==> config.mk <==
export PLATFORM = sky130hd
export DESIGN_NAME = pe_mac_acc
export DESIGN_NICKNAME = d
export VERILOG_FILES = /design/src/rtl/pe_mac_acc.sv
export SDC_FILE = /design/constraint.sdc
export NUM_CORES = 1
export LEC_CHECK = 0
export ABC_AREA = 1
export CORE_ASPECT_RATIO = 0.8
export CORE_UTILIZATION = 55
export CTS_CLUSTER_DIAMETER = 50
export DETAILED_ROUTE_END_ITERATION = 6
export PLACE_DENSITY = 0.82
export SLEW_MARGIN = 20
export SYNTH_ARGS = -nofsm -noshare
export SYNTH_HDL_FRONTEND = slang
export SYNTH_SLANG_ARGS = --single-unit
export TNS_END_PERCENT = 5
==> constraint.sdc <==
create_clock -name clk -period 6 [get_ports clk]
set_input_delay 1.2 -clock clk [delete_from_list [all_inputs] [get_ports clk]]
set_output_delay 1.2 -clock clk [all_outputs]
set_load 0.05 [all_outputs]
==> src/rtl/pe_mac_acc.sv <==
// ============================================================================
// Module   : pe_mac_acc
// Brief    : Output-stationary systolic MAC PE with operand forwarding, a
//            one-entry result register drained by valid/ready, and optional
//            saturating accumulation (macro PE_ACC_SAT_EN).
// Revision : 1.0 - initial release
// ============================================================================
`default_nettype none

module pe_mac_acc #(
    parameter int DATA_W   = 8,
    parameter int ACC_W    = 32,
    parameter int CNT_W    = 8,
    parameter int SIGNED   = 0,
    parameter int MUL_PIPE = 0
) (
    input  logic              clk,
    input  logic              rst_n,
    input  logic [DATA_W-1:0] a_in,
    input  logic [DATA_W-1:0] b_in,
    input  logic              valid_in,
    input  logic              last_in,
    output logic [DATA_W-1:0] a_out,
    output logic [DATA_W-1:0] b_out,
    output logic              valid_out,
    output logic              last_out,
    output logic [ACC_W-1:0]  result,
    output logic [CNT_W-1:0]  result_cnt,
    output logic              result_valid,
    input  logic              result_ready,
    output logic              overrun,
    output logic              sat_seen
);

    typedef enum logic [0:0] {
        ST_EMPTY = 1'b0,
        ST_ACCUM = 1'b1
    } state_t;

    state_t              r_state;
    logic [ACC_W-1:0]    r_acc;
    logic [CNT_W-1:0]    r_cnt;
    logic [DATA_W-1:0]   r_a_out;
    logic [DATA_W-1:0]   r_b_out;
    logic                r_valid_out;
    logic                r_last_out;
    logic [ACC_W-1:0]    r_result;
    logic [CNT_W-1:0]    r_result_cnt;
    logic                r_result_valid;
    logic                r_overrun;

    logic [2*DATA_W-1:0] w_prod_raw;
    logic [ACC_W-1:0]    w_prod;
    logic [ACC_W-1:0]    w_acc_prod;
    logic                w_acc_valid;
    logic                w_acc_last;
    logic [ACC_W-1:0]    w_base;
    logic [ACC_W-1:0]    w_sum;
    logic [CNT_W-1:0]    w_cnt_next;
    logic                w_complete;
    logic                w_accept;

    // Operands are extended to full product width before multiplying so the
    // product width is explicit and no truncation surprises occur.
    generate
        if (SIGNED != 0) begin : g_signed
            assign w_prod_raw = $signed({{DATA_W{a_in[DATA_W-1]}}, a_in})
                              * $signed({{DATA_W{b_in[DATA_W-1]}}, b_in});
            assign w_prod     = ACC_W'($signed(w_prod_raw));
        end else begin : g_unsigned
            assign w_prod_raw = {{DATA_W{1'b0}}, a_in} * {{DATA_W{1'b0}}, b_in};
            assign w_prod     = ACC_W'(w_prod_raw);
        end
    endgenerate

    generate
        if (MUL_PIPE != 0) begin : g_mul_pipe
            logic [ACC_W-1:0] r_pipe_prod;
            logic             r_pipe_valid;
            logic             r_pipe_last;

            always_ff @(posedge clk or negedge rst_n) begin
                if (!rst_n) begin
                    r_pipe_prod  <= '0;
                    r_pipe_valid <= 1'b0;
                    r_pipe_last  <= 1'b0;
                end else begin
                    r_pipe_valid <= valid_in;
                    r_pipe_last  <= valid_in & last_in;
                    if (valid_in) begin
                        r_pipe_prod <= w_prod;
                    end
                end
            end

            assign w_acc_prod  = r_pipe_prod;
            assign w_acc_valid = r_pipe_valid;
            assign w_acc_last  = r_pipe_last;
        end else begin : g_no_pipe
            assign w_acc_prod  = w_prod;
            assign w_acc_valid = valid_in;
            assign w_acc_last  = last_in;
        end
    endgenerate

    // A fresh dot product starts from zero, so EMPTY adds the product to 0.
    assign w_base     = (r_state == ST_ACCUM) ? r_acc : '0;
    assign w_cnt_next = (r_state == ST_EMPTY) ? CNT_W'(1)
                      : ((&r_cnt) ? r_cnt : r_cnt + CNT_W'(1));
    assign w_complete = w_acc_valid & w_acc_last;
    assign w_accept   = ~r_result_valid | result_ready;

`ifdef PE_ACC_SAT_EN
    localparam logic [ACC_W-1:0] c_smax = {1'b0, {(ACC_W-1){1'b1}}};
    localparam logic [ACC_W-1:0] c_smin = {1'b1, {(ACC_W-1){1'b0}}};

    logic [ACC_W:0] w_wide;
    logic           w_sat;
    logic           r_sat_seen;

    assign w_wide = {1'b0, w_base} + {1'b0, w_acc_prod};

    always_comb begin
        w_sum = w_wide[ACC_W-1:0];
        w_sat = 1'b0;
        if (SIGNED != 0) begin
            // Signed overflow: like-signed operands giving an opposite-signed sum.
            if ((w_base[ACC_W-1] == w_acc_prod[ACC_W-1]) &&
                (w_wide[ACC_W-1] != w_base[ACC_W-1])) begin
                w_sat = 1'b1;
                w_sum = w_base[ACC_W-1] ? c_smin : c_smax;
            end
        end else if (w_wide[ACC_W]) begin
            w_sat = 1'b1;
            w_sum = '1;
        end
    end

    always_ff @(posedge clk or negedge rst_n) begin
        if (!rst_n) begin
            r_sat_seen <= 1'b0;
        end else if (w_acc_valid && w_sat) begin
            r_sat_seen <= 1'b1;
        end
    end

    assign sat_seen = r_sat_seen;
`else
    assign w_sum    = w_base + w_acc_prod;
    assign sat_seen = 1'b0;
`endif

    always_ff @(posedge clk or negedge rst_n) begin
        if (!rst_n) begin
            r_state        <= ST_EMPTY;
            r_acc          <= '0;
            r_cnt          <= '0;
            r_a_out        <= '0;
            r_b_out        <= '0;
            r_valid_out    <= 1'b0;
            r_last_out     <= 1'b0;
            r_result       <= '0;
            r_result_cnt   <= '0;
            r_result_valid <= 1'b0;
            r_overrun      <= 1'b0;
        end else begin
            if (valid_in) begin
                r_a_out <= a_in;
                r_b_out <= b_in;
            end
            r_valid_out <= valid_in;
            r_last_out  <= valid_in & last_in;

            if (w_acc_valid) begin
                if (w_acc_last) begin
                    r_acc   <= '0;
                    r_cnt   <= '0;
                    r_state <= ST_EMPTY;
                end else begin
                    r_acc   <= w_sum;
                    r_cnt   <= w_cnt_next;
                    r_state <= ST_ACCUM;
                end
            end

            if (w_complete) begin
                if (w_accept) begin
                    r_result       <= w_sum;
                    r_result_cnt   <= w_cnt_next;
                    r_result_valid <= 1'b1;
                end else begin
                    r_overrun <= 1'b1;
                end
            end else if (r_result_valid && result_ready) begin
                r_result_valid <= 1'b0;
            end
        end
    end

    assign a_out        = r_a_out;
    assign b_out        = r_b_out;
    assign valid_out    = r_valid_out;
    assign last_out     = r_last_out;
    assign result       = r_result;
    assign result_cnt   = r_result_cnt;
    assign result_valid = r_result_valid;
    assign overrun      = r_overrun;

endmodule

`default_nettype wire
==> Word level (Yosys, flattened, before mapping) <==
Index checks and enable logic that the tools add are counted.
W data, S select, Z words.
{ "word_totals": {"regBits": 101, "out_inout_bits": 61, "elab_cells": 34} }
{ "op_classes": {"add_sub_neg": 2, "n_mul": 1, "n_eq_ne": 1, "n_mux": 9, "bitwise": 4, "n_reduce_logical": 6} }
{ "ops": {"columns": ["operator", "n"], "rows": [
  ["$mux W32", 2],
  ["$add A32 B16 Y32", 1],
  ["$mux W8", 3],
  ["$mul A8 B8 Y16", 1],
  ["$add A8 B1 Y8 const B", 1],
  ["$reduce_and A8 Y1", 1],
  ["$reduce_and A2 Y1", 3],
  ["$mux W1", 4],
  ["$ne A2 B1 Y1 const B", 1],
  ["$not A1 Y1", 2],
  ["$reduce_bool A2 Y1", 1],
  ["$and A1 B1 Y1", 1],
  ["$logic_and A1 B1 Y1", 1],
  ["$or A1 B1 Y1", 1]
]} }

==> Depth between registers and ports, before layout <==
Gate-level depths: netlist (run 1).
{ "depth": {"word_depth": 4, "depth_mapped": 24, "mapped_depth_nobuf": 23} }

==> Least setup slack after synthesis (run 1) <==
OpenSTA, ideal clock, no wires.
{ "synth_path": {"path_type": "input-to-reg", "start": "input b_in[1]", "end": "register r_acc[15]", "setup_ps": 118, "arrival_ps": 4847, "path_slack_ps": 1035, "path_stages": 17, "path_cell_list": "clkbuf_1 nand2_1 fa_1 inv_1 fa_1 inv_1 fa_1 fa_1 inv_1 ha_1 nand2_1 nand3_1 nand3_1 nand3_1 or2_2 nand3_1 nand2_1"} }
{ "synth_between": {"elab_chain_len": 3} }
{ "synth_lines": {"columns": ["item", "line", "source"], "rows": [
  ["from (decl)", "20", "input logic [DATA_W-1:0] b_in,"],
  ["$mul A8 B8 Y16", "71", "assign w_prod_raw = {{DATA_W{1'b0}}, a_in} * {{DATA_W{1'b0}}, b_in};"],
  ["$add A32 B16 Y32", "149", "assign w_sum = w_base + w_acc_prod;"],
  ["$mux W32", "175", "if (w_acc_last) begin"],
  ["to (signal assigned)", "180", "r_acc <= w_sum;"],
  ["to (decl)", "41", "logic [ACC_W-1:0] r_acc;"]
]} }
Every way passes these cells.
A chain may end at the register's enable or synchronous reset.

==> Worst setup path after layout (run 1) <==
{ "layout_path": {"start": "input a_in[3]", "end": "register r_result[21], in the netlist result[21]"} }
{ "layout_between": {"elab_chain_len": 2} }
{ "layout_lines": {"columns": ["item", "line", "source"], "rows": [
  ["from (decl)", "19", "input logic [DATA_W-1:0] a_in,"],
  ["$mul A8 B8 Y16", "71", null],
  ["$add A32 B16 Y32", "149", null],
  ["to (signal assigned)", "188", "r_result <= w_sum;"],
  ["to (decl)", "47", "logic [ACC_W-1:0] r_result;"]
]} }
Every way passes these cells.

==> flow_results.xml, run 1 <==
<?xml version="1.0" encoding="UTF-8"?>
<metrics>
  <group name="worst_setup_path">
    <metric name="worst_ep_arrival_time" unit="ns">5.78</metric>
    <metric name="worst-endpoint-required" unit="ns">6.26</metric>
    <metric name="critPathCaptureType" unit="">flop</metric>
    <metric name="critical_path_peak_fanout" unit="">9</metric>
    <metric name="worstSetupPathType" unit="">input pin to flop</metric>
    <metric name="cp-start-kind" unit="">input pin</metric>
  </group>
  <group name="timing">
    <metric name="period_needed" unit="ns">5.52</metric>
    <metric name="period_share" unit="%">92.0</metric>
    <metric name="setup_total_negative_slack" unit="ns">0</metric>
    <metric name="holdWs" unit="ns">0.468</metric>
    <metric name="finalWorstSetupSlack" unit="ns">0.480</metric>
    <metric name="slew_violations" unit="">0</metric>
    <metric name="timing.slew.headroom" unit="%">35.1</metric>
    <metric name="grt_setup_unrepaired" unit="">no</metric>
    <metric name="finalSetupViolations" unit="">0</metric>
    <metric name="hold_viol" unit="">0</metric>
    <metric name="worstMarginPinSlew" unit="ns">0.973</metric>
    <metric name="fin_skew" unit="ns">0.0109</metric>
    <metric name="maxClockFrequency" unit="MHz">181</metric>
  </group>
  <group name="placed_design">
    <metric name="dp_hpwl" unit="um">14000</metric>
    <metric name="io_buffer_count" unit="">80</metric>
    <metric name="placement.setup.worst_slack" unit="ns">0.134</metric>
    <metric name="gp_routability_congestion" unit="">0.982</metric>
  </group>
  <group name="cts">
    <metric name="cts_buffer_depth" unit="">2</metric>
    <metric name="post_cts_setup_buffers" unit="">0</metric>
    <metric name="clk-insertion-delay-late" unit="ns">0.36</metric>
    <metric name="number_of_buffers_inserted_during_clock_tree_synthesis" unit="">9</metric>
    <metric name="post_cts_resized" unit="">0</metric>
    <metric name="clock_tree_root" unit="">sky130_fd_sc_hd__clkbuf_16</metric>
    <metric name="cts_tree" unit="">yes</metric>
    <metric name="path_clk_slew" unit="ns">0.08</metric>
    <metric name="clock_sink_count" unit="">101</metric>
    <metric name="clock_tree.htree_level_count" unit="">3</metric>
    <metric name="cts_hold_repair.buffers" unit="">0</metric>
  </group>
  <group name="synth">
    <metric name="asyncSetResetFlopFracSynth" unit="%">100</metric>
    <metric name="synth_cell_types" unit="">34</metric>
    <metric name="syn-instance-count" unit="">1079</metric>
    <metric name="synth_common_cells" unit="">428 x sky130_fd_sc_hd__nand2_1, 212 x sky130_fd_sc_hd__inv_1, 101 x sky130_fd_sc_hd__dfrtp_1</metric>
    <metric name="syn_area" unit="mm^2">0.00772</metric>
    <metric name="synth_top_area_share" unit="%">32.7</metric>
    <metric name="count_leader_synth" unit="">sky130_fd_sc_hd__nand2_1</metric>
    <metric name="post_synth_main_area_contributors" unit="">sky130_fd_sc_hd__dfrtp_1 33%, sky130_fd_sc_hd__nand2_1 21%, sky130_fd_sc_hd__fa_1 13%</metric>
    <metric name="post_synth_top_flop" unit="">sky130_fd_sc_hd__dfrtp_1</metric>
    <metric name="seq_area_frac_synth" unit="%">32.7</metric>
    <metric name="synth.ff_latch_count" unit="">101</metric>
    <metric name="avgSynthCellArea" unit="um^2">7.16</metric>
    <metric name="synth.yosys.warnings" unit="">0</metric>
    <metric name="synth-edff-count" unit="">0</metric>
    <metric name="cell_type_with_the_largest_total_area_after_synthesis" unit="">sky130_fd_sc_hd__dfrtp_1</metric>
    <metric name="synth_nets" unit="">1192</metric>
  </group>
  <group name="run">
    <metric name="maxCapViolCount" unit="">0</metric>
  </group>
  <group name="global_routing">
    <metric name="grt.total_usage" unit="%">28.3</metric>
    <metric name="globalRoute.totalOverflow" unit="">0</metric>
    <metric name="grt_start_max_net_pins" unit="">74</metric>
    <metric name="number_of_antenna_violations_at_the_first_check_in_global_routing" unit="">0</metric>
    <metric name="number_of_global_route_vias_before_repair" unit="">6528</metric>
    <metric name="grt_first_pass_wirelength" unit="um">31800</metric>
  </group>
  <group name="layout">
    <metric name="antennaDiodeCount" unit="">0</metric>
    <metric name="fill_cells" unit="">1160</metric>
    <metric name="area.sequential" unit="mm^2">0.00253</metric>
    <metric name="area_growth_syn_to_layout" unit="%">15.9</metric>
    <metric name="multi_input_area" unit="mm^2">0.00422</metric>
    <metric name="layout.nets" unit="">1251</metric>
    <metric name="drive_above_1_share" unit="%">3.59</metric>
  </group>
  <group name="routing">
    <metric name="detail_route.drc_violations" unit="">0</metric>
    <metric name="drtAntennaViolNets" unit="">0</metric>
    <metric name="post_drt_via_cell_ratio" unit="">5.06</metric>
    <metric name="overall_routed_net_length" unit="um">18700</metric>
    <metric name="routedWlPerCell" unit="um">14.1</metric>
    <metric name="detail_route.iter0.violations" unit="">498</metric>
    <metric name="firstDrtPassIters" unit="">5</metric>
    <metric name="dr_total_vias" unit="">6692</metric>
  </group>
  <group name="power_and_ir_drop">
    <metric name="max-vdd-ir-drop" unit="V">0.000243</metric>
    <metric name="power_per_standard_cell_area" unit="mW/mm^2">370</metric>
    <metric name="static-leakage-power" unit="nW">5.26</metric>
  </group>
  <group name="floorplanning">
    <metric name="count_of_standard_cell_rows" unit="">38</metric>
    <metric name="die_width" unit="um">134</metric>
    <metric name="io_pins" unit="">82</metric>
    <metric name="die_height" unit="um">108</metric>
    <metric name="die_area" unit="mm^2">0.0145</metric>
    <metric name="start_util" unit="%">56.6</metric>
    <metric name="floorplan.core_area" unit="mm^2">0.0136</metric>
  </group>
  <group name="min_path">
    <metric name="hold_class" unit="">flop to flop</metric>
  </group>
  <group name="status">
    <metric name="run_status" unit="">completed</metric>
  </group>
</metrics>
-- path summary, 6_finish.rpt --
path                                 startpoint                endpoint  slack [ns]  cells past startpoint
max                                     a_in[3]  result[21]$_DFFE_PN0P_        0.48                     19
min                        b_out[7]$_DFFE_PN0P_    b_out[7]$_DFFE_PN0P_        0.47                      2
max reg2reg                 r_state$_DFFE_PN0P_   r_acc[15]$_DFFE_PN0P_        1.29                     16
min reg2reg                b_out[7]$_DFFE_PN0P_    b_out[7]$_DFFE_PN0P_        0.47                      2
max in group asynchronous                 rst_n    r_cnt[5]$_DFFE_PN0P_        4.08                      2
min in group asynchronous                 rst_n  result[16]$_DFFE_PN0P_        0.98                      1
-- layout by cell type, fill, tap and decap left out, types with 2 or more instances in the layout --
| cell | count |
|---|---|
| sky130_fd_sc_hd__dfrtp_1 | 101 |
| sky130_fd_sc_hd__nand2_1 | 428 |
| sky130_fd_sc_hd__ha_1 | 42 |
| sky130_fd_sc_hd__nand2_2 | 3 |
| sky130_fd_sc_hd__nand3_1 | 78 |
| sky130_fd_sc_hd__clkbuf_16 | 9 |
| sky130_fd_sc_hd__nand3_2 | 2 |
| sky130_fd_sc_hd__fa_1 | 50 |
| sky130_fd_sc_hd__o21bai_1 | 2 |
| sky130_fd_sc_hd__o22ai_1 | 4 |
| sky130_fd_sc_hd__inv_8 | 2 |
| sky130_fd_sc_hd__xnor2_1 | 7 |
| sky130_fd_sc_hd__nor2_1 | 37 |
| sky130_fd_sc_hd__nor2_2 | 2 |
| sky130_fd_sc_hd__a21oi_1 | 6 |
| sky130_fd_sc_hd__nand4_1 | 4 |
| sky130_fd_sc_hd__o21ai_0 | 30 |
| sky130_fd_sc_hd__inv_1 | 212 |
| sky130_fd_sc_hd__or2_2 | 4 |
| sky130_fd_sc_hd__clkdlybuf4s50_1 | 79 |
| sky130_fd_sc_hd__o21ai_1 | 6 |
| sky130_fd_sc_hd__xor2_1 | 3 |
| sky130_fd_sc_hd__clkinvlp_4 | 2 |
| sky130_fd_sc_hd__inv_2 | 2 |
| sky130_fd_sc_hd__buf_4 | 10 |
| sky130_fd_sc_hd__nor3_1 | 4 |
| sky130_fd_sc_hd__nand3b_1 | 4 |
-- report_power, final --
part,total (mW),internal (mW),leakage (nW),switching [mW]
Clock,0.630,0.343,0.149,0.287
Combinational,1.83,0.625,3.78,1.20
Sequential,0.854,0.784,1.33,0.0691
-- sequential cells by signal, summed over array words and instances (netlist names) --
register,count
overrun,1
result_cnt,8
r_acc,32
valid_out,1
r_state,1
result,32
a_out,8
b_out,8
result_valid,1
r_cnt,8
last_out,1
-- final cells by class --
type	count	share of cell area, %
multi-input combinational	723	47.1
sequential	101	28.2
timing repair buffer	89	9.67
inverter	214	8.97
clock buffer	10	2.67
tap	180	2.52
clock inverter	6	0.853
-- routing by layer --
layer | up-vias | GRT usage, % | routed length, um
met2 | 243 | 43.7 | 8260
met5 | - | 0 | 0
met4 | 0 | 6.98 | 222
met1 | 3101 | 40.9 | 8760
li1 | 3329 | - | -
met3 | 19 | 6.05 | 1450
-- worst max-delay path, cell delays in order --
cell and delay, ns:
sky130_fd_sc_hd__clkdlybuf4s50_1 0.58, sky130_fd_sc_hd__nand2_1 0.15, sky130_fd_sc_hd__inv_1 0.08, sky130_fd_sc_hd__fa_1 0.52, sky130_fd_sc_hd__fa_1 0.54, sky130_fd_sc_hd__fa_1 0.56
sky130_fd_sc_hd__inv_1 0.06, sky130_fd_sc_hd__fa_1 0.54, sky130_fd_sc_hd__inv_1 0.04, sky130_fd_sc_hd__ha_1 0.35, sky130_fd_sc_hd__nand2_1 0.11, sky130_fd_sc_hd__nor2_1 0.25
sky130_fd_sc_hd__nand3_1 0.16, sky130_fd_sc_hd__nand3b_1 0.24, sky130_fd_sc_hd__nand2_1 0.13, sky130_fd_sc_hd__nand2_1 0.08, sky130_fd_sc_hd__nand2_1 0.06, sky130_fd_sc_hd__nand3_1 0.07
sky130_fd_sc_hd__nand2_1 0.05
-- stage by stage --
step           util (%)  cell area, um^2  instances  power [mW]
2_1_floorplan         -             7720       1079        2.17
3_3_place_gp       63.3             8640       1307        2.63
3_5_place_dp       63.3             8640       1307        2.66
4_1_cts            65.6             8950       1323        3.32
5_1_grt            65.6             8950       1323        3.58
6_report           65.6             8950       1323        3.31
-- cell families (layout without fill, tap and decap cells) --
logic type / count (synthesis) / after routing / share of synthesized area, %
compound gates: 52 / 52 / 3.66
xor+xnor: 10 / 10 / 1.13
fa+ha+maj: 92 / 92 / 19.8
buf+inv: 255 / 319 / 12.7
flops: 101 / 101 / 32.7
other cells: 1 / 1 / 0.0486
simple gates: 568 / 568 / 30.0
Power figures use the tool's default switching activity.
==> run 2: changes to the inputs <==
--- a/config.mk
+++ b/config.mk
@@ -10,8 +10,8 @@
 export CORE_UTILIZATION = 55
 export CTS_CLUSTER_DIAMETER = 50
 export DETAILED_ROUTE_END_ITERATION = 6
-export PLACE_DENSITY = 0.82
-export SLEW_MARGIN = 20
+export PLACE_DENSITY_LB_ADDON = 0.15
+export SLEW_MARGIN = 40
 export SYNTH_ARGS = -nofsm -noshare
 export SYNTH_HDL_FRONTEND = slang
 export SYNTH_SLANG_ARGS = --single-unit
==> run 2 against run 1 <==
Utilization fell by 0.18 points. Clock power down 9.0%. Maximum frequency rose by 0.81%. Register-to-register slack better by 0.12 ns. Die area unchanged. Critical path depth down 2. Clock-buffer cell count grew 1. Largest power group unchanged.
==> flow_results.xml, run 2 (synthesis results as in run 1) <==
<?xml version="1.0" encoding="UTF-8"?>
<metrics>
  <group name="status">
    <metric name="run_status" unit="">completed</metric>
  </group>
  <group name="cts">
    <metric name="path_clk_slew" unit="ns">0.07</metric>
    <metric name="clock_sink_count" unit="">101</metric>
    <metric name="clock_tree_root" unit="">sky130_fd_sc_hd__clkbuf_16</metric>
    <metric name="clk-insertion-delay-late" unit="ns">0.35</metric>
    <metric name="cts_tree" unit="">yes</metric>
    <metric name="post_cts_setup_buffers" unit="">0</metric>
    <metric name="clock_tree.htree_level_count" unit="">3</metric>
    <metric name="cts_buffer_depth" unit="">2</metric>
    <metric name="number_of_buffers_inserted_during_clock_tree_synthesis" unit="">9</metric>
    <metric name="cts_hold_repair.buffers" unit="">0</metric>
    <metric name="post_cts_resized" unit="">0</metric>
  </group>
  <group name="layout">
    <metric name="antennaDiodeCount" unit="">0</metric>
    <metric name="final_cell_mix" unit="">428 x sky130_fd_sc_hd__nand2_1, 212 x sky130_fd_sc_hd__inv_1, 101 x sky130_fd_sc_hd__dfrtp_1</metric>
    <metric name="final_common_cell" unit="">sky130_fd_sc_hd__nand2_1</metric>
    <metric name="finalNonFillerCells" unit="">1324</metric>
    <metric name="area_growth_syn_to_layout" unit="%">15.6</metric>
    <metric name="layout.core_utilization" unit="%">65.4</metric>
    <metric name="drive_above_1_share" unit="%">3.50</metric>
    <metric name="layout.nets" unit="">1252</metric>
  </group>
  <group name="run">
    <metric name="maxCapViolCount" unit="">0</metric>
  </group>
  <group name="floorplanning">
    <metric name="start_util" unit="%">56.6</metric>
    <metric name="die_area" unit="mm^2">0.0145</metric>
    <metric name="io_pins" unit="">82</metric>
    <metric name="count_of_standard_cell_rows" unit="">38</metric>
    <metric name="die_height" unit="um">108</metric>
    <metric name="floorplan.core_area" unit="mm^2">0.0136</metric>
    <metric name="die_width" unit="um">134</metric>
  </group>
  <group name="timing">
    <metric name="period_needed" unit="ns">5.48</metric>
    <metric name="worstMarginPinSlew" unit="ns">0.614</metric>
    <metric name="period_share" unit="%">91.3</metric>
    <metric name="timing.slew.headroom" unit="%">59.0</metric>
    <metric name="slew_violations" unit="">0</metric>
    <metric name="grt_setup_unrepaired" unit="">no</metric>
    <metric name="fin_skew" unit="ns">0.00911</metric>
    <metric name="setup_total_negative_slack" unit="ns">0</metric>
    <metric name="holdWs" unit="ns">0.466</metric>
    <metric name="finalSetupViolations" unit="">0</metric>
    <metric name="maxClockFrequency" unit="MHz">183</metric>
    <metric name="hold_viol" unit="">0</metric>
  </group>
  <group name="placed_design">
    <metric name="post-place-cells" unit="">1308</metric>
    <metric name="gp_routability_congestion" unit="">0.950</metric>
    <metric name="dp_hpwl" unit="um">14200</metric>
    <metric name="io_buffer_count" unit="">80</metric>
  </group>
  <group name="worst_setup_path">
    <metric name="crit_path_top_delay_cell" unit="">sky130_fd_sc_hd__clkdlybuf4s50_1</metric>
    <metric name="critPathCaptureType" unit="">flop</metric>
    <metric name="worst-endpoint-required" unit="ns">6.24</metric>
    <metric name="critical_path_peak_fanout" unit="">9</metric>
    <metric name="worstSetupPathType" unit="">input pin to flop</metric>
    <metric name="critical_path.max_stage_delay" unit="ns">0.73</metric>
    <metric name="worst_ep_arrival_time" unit="ns">5.72</metric>
    <metric name="worstPathCellList" unit="">clkdlybuf4s50_1, nand2_1, fa_1, inv_1, fa_1, inv_1, fa_1, fa_1, inv_1, ha_1, nand2_1, nand3_1, nand3_1, nand3_1, or2_2, nand3_1, nand2_1</metric>
    <metric name="cp-start-kind" unit="">input pin</metric>
  </group>
  <group name="global_routing">
    <metric name="grt.total_usage" unit="%">28.1</metric>
    <metric name="number_of_global_route_vias_before_repair" unit="">6411</metric>
    <metric name="globalRoute.totalOverflow" unit="">0</metric>
    <metric name="grt_start_max_net_pins" unit="">65</metric>
    <metric name="grt_first_pass_wirelength" unit="um">31600</metric>
    <metric name="number_of_antenna_violations_at_the_first_check_in_global_routing" unit="">0</metric>
  </group>
  <group name="power_and_ir_drop">
    <metric name="power.net_switching" unit="mW">1.55</metric>
    <metric name="internal_dissipation" unit="mW">1.70</metric>
    <metric name="static-leakage-power" unit="nW">5.25</metric>
    <metric name="power_switching_share" unit="%">47.7</metric>
    <metric name="share_comb_of_total_power" unit="%">56.4</metric>
    <metric name="overall_power_of_the_completed_layout" unit="mW">3.25</metric>
    <metric name="power_per_standard_cell_area" unit="mW/mm^2">364</metric>
    <metric name="max-vdd-ir-drop" unit="V">0.000252</metric>
    <metric name="sequentialPowerShare" unit="%">26.0</metric>
    <metric name="clkPwrFrac" unit="%">17.6</metric>
  </group>
  <group name="routing">
    <metric name="detail_route.drc_violations" unit="">0</metric>
    <metric name="drtAntennaViolNets" unit="">0</metric>
    <metric name="overall_routed_net_length" unit="um">18800</metric>
    <metric name="firstDrtPassIters" unit="">6</metric>
    <metric name="detail_route.iter0.violations" unit="">455</metric>
    <metric name="post_drt_via_cell_ratio" unit="">5.06</metric>
    <metric name="routedWlPerCell" unit="um">14.2</metric>
    <metric name="dr_total_vias" unit="">6706</metric>
  </group>
  <group name="min_path">
    <metric name="hold_class" unit="">flop to flop</metric>
  </group>
</metrics>
-- run 2: cell types whose count changed in the layout (fill, tap and decap cells not counted), sizes merged --
cell | before | now
buf | 10 | 11
bufinv | 1 | 0
clkbuf | 10 | 11
clkinv | 0 | 1
clkinvlp | 2 | 1
-- run 2: path summary, 6_finish.rpt --
path / from / endpoint / slack, ns / cells after the start
worst max-delay path: b_in[1] / result[15]$_DFFE_PN0P_ / 0.52 / 17
worst min-delay path: overrun$_DFFE_PN0P_ / overrun$_DFFE_PN0P_ / 0.47 / 1
worst max register to register: r_state$_DFFE_PN0P_ / result[15]$_DFFE_PN0P_ / 1.41 / 16
worst min register to register: overrun$_DFFE_PN0P_ / overrun$_DFFE_PN0P_ / 0.47 / 1
max in group asynchronous: rst_n / result[23]$_DFFE_PN0P_ / 4.27 / 2
min in group asynchronous: rst_n / b_out[5]$_DFFE_PN0P_ / 0.82 / 1
-- run 2: routing by layer --
layer	part of all wire [%]	GRT usage, %	routed length (um)	up-vias
met4	0.87	5.70	164	0
met3	9.3	7.03	1740	13
li1	-	-	-	3324
met5	0	0	0	-
met2	41	41.3	7760	238
met1	49	42.0	9130	3131
-- run 2: power by group through the flow --
| stage | sequential (mW) | combinational [mW] | clock, mW |
|---|---|---|---|
| 3_3_place_gp | 0.854 | 1.80 | 0 |
| 3_5_place_dp | 0.855 | 1.81 | 0 |
| 4_1_cts | 0.844 | 1.83 | 0.580 |
| 5_1_grt | 0.856 | 2.06 | 0.607 |
| 2_1_floorplan | 1.06 | 1.11 | 0 |
| 6_report | 0.845 | 1.84 | 0.573 |
-- run 2: worst max-delay path: cells and delay by family --
family | cells | cell delay (ns)
fa+ha+maj | 5 | 2.42
simple gates | 8 | 1.19
buf+inv | 4 | 0.88
-- run 2: through the flow --
| stage | setup slack, ns | area [um^2] |
|---|---|---|
| floorplan | 1.03 | 7720 |
| global placement | 0.181 | 8640 |
| detailed placement | 0.192 | 8650 |
| CTS | 0.541 | 8920 |
| global route | 0.270 | 8930 |
| finish | 0.524 | 8930 |
-- run 2: layout make-up --
class                      count  area (um^2)
fill                        1263         4720
multi-input combinational    723         4220
sequential                   101         2530
timing repair buffer          90          877
inverter                     214          808
clock buffer                  11          233
tap                          180          225
clock inverter                 5         41.3
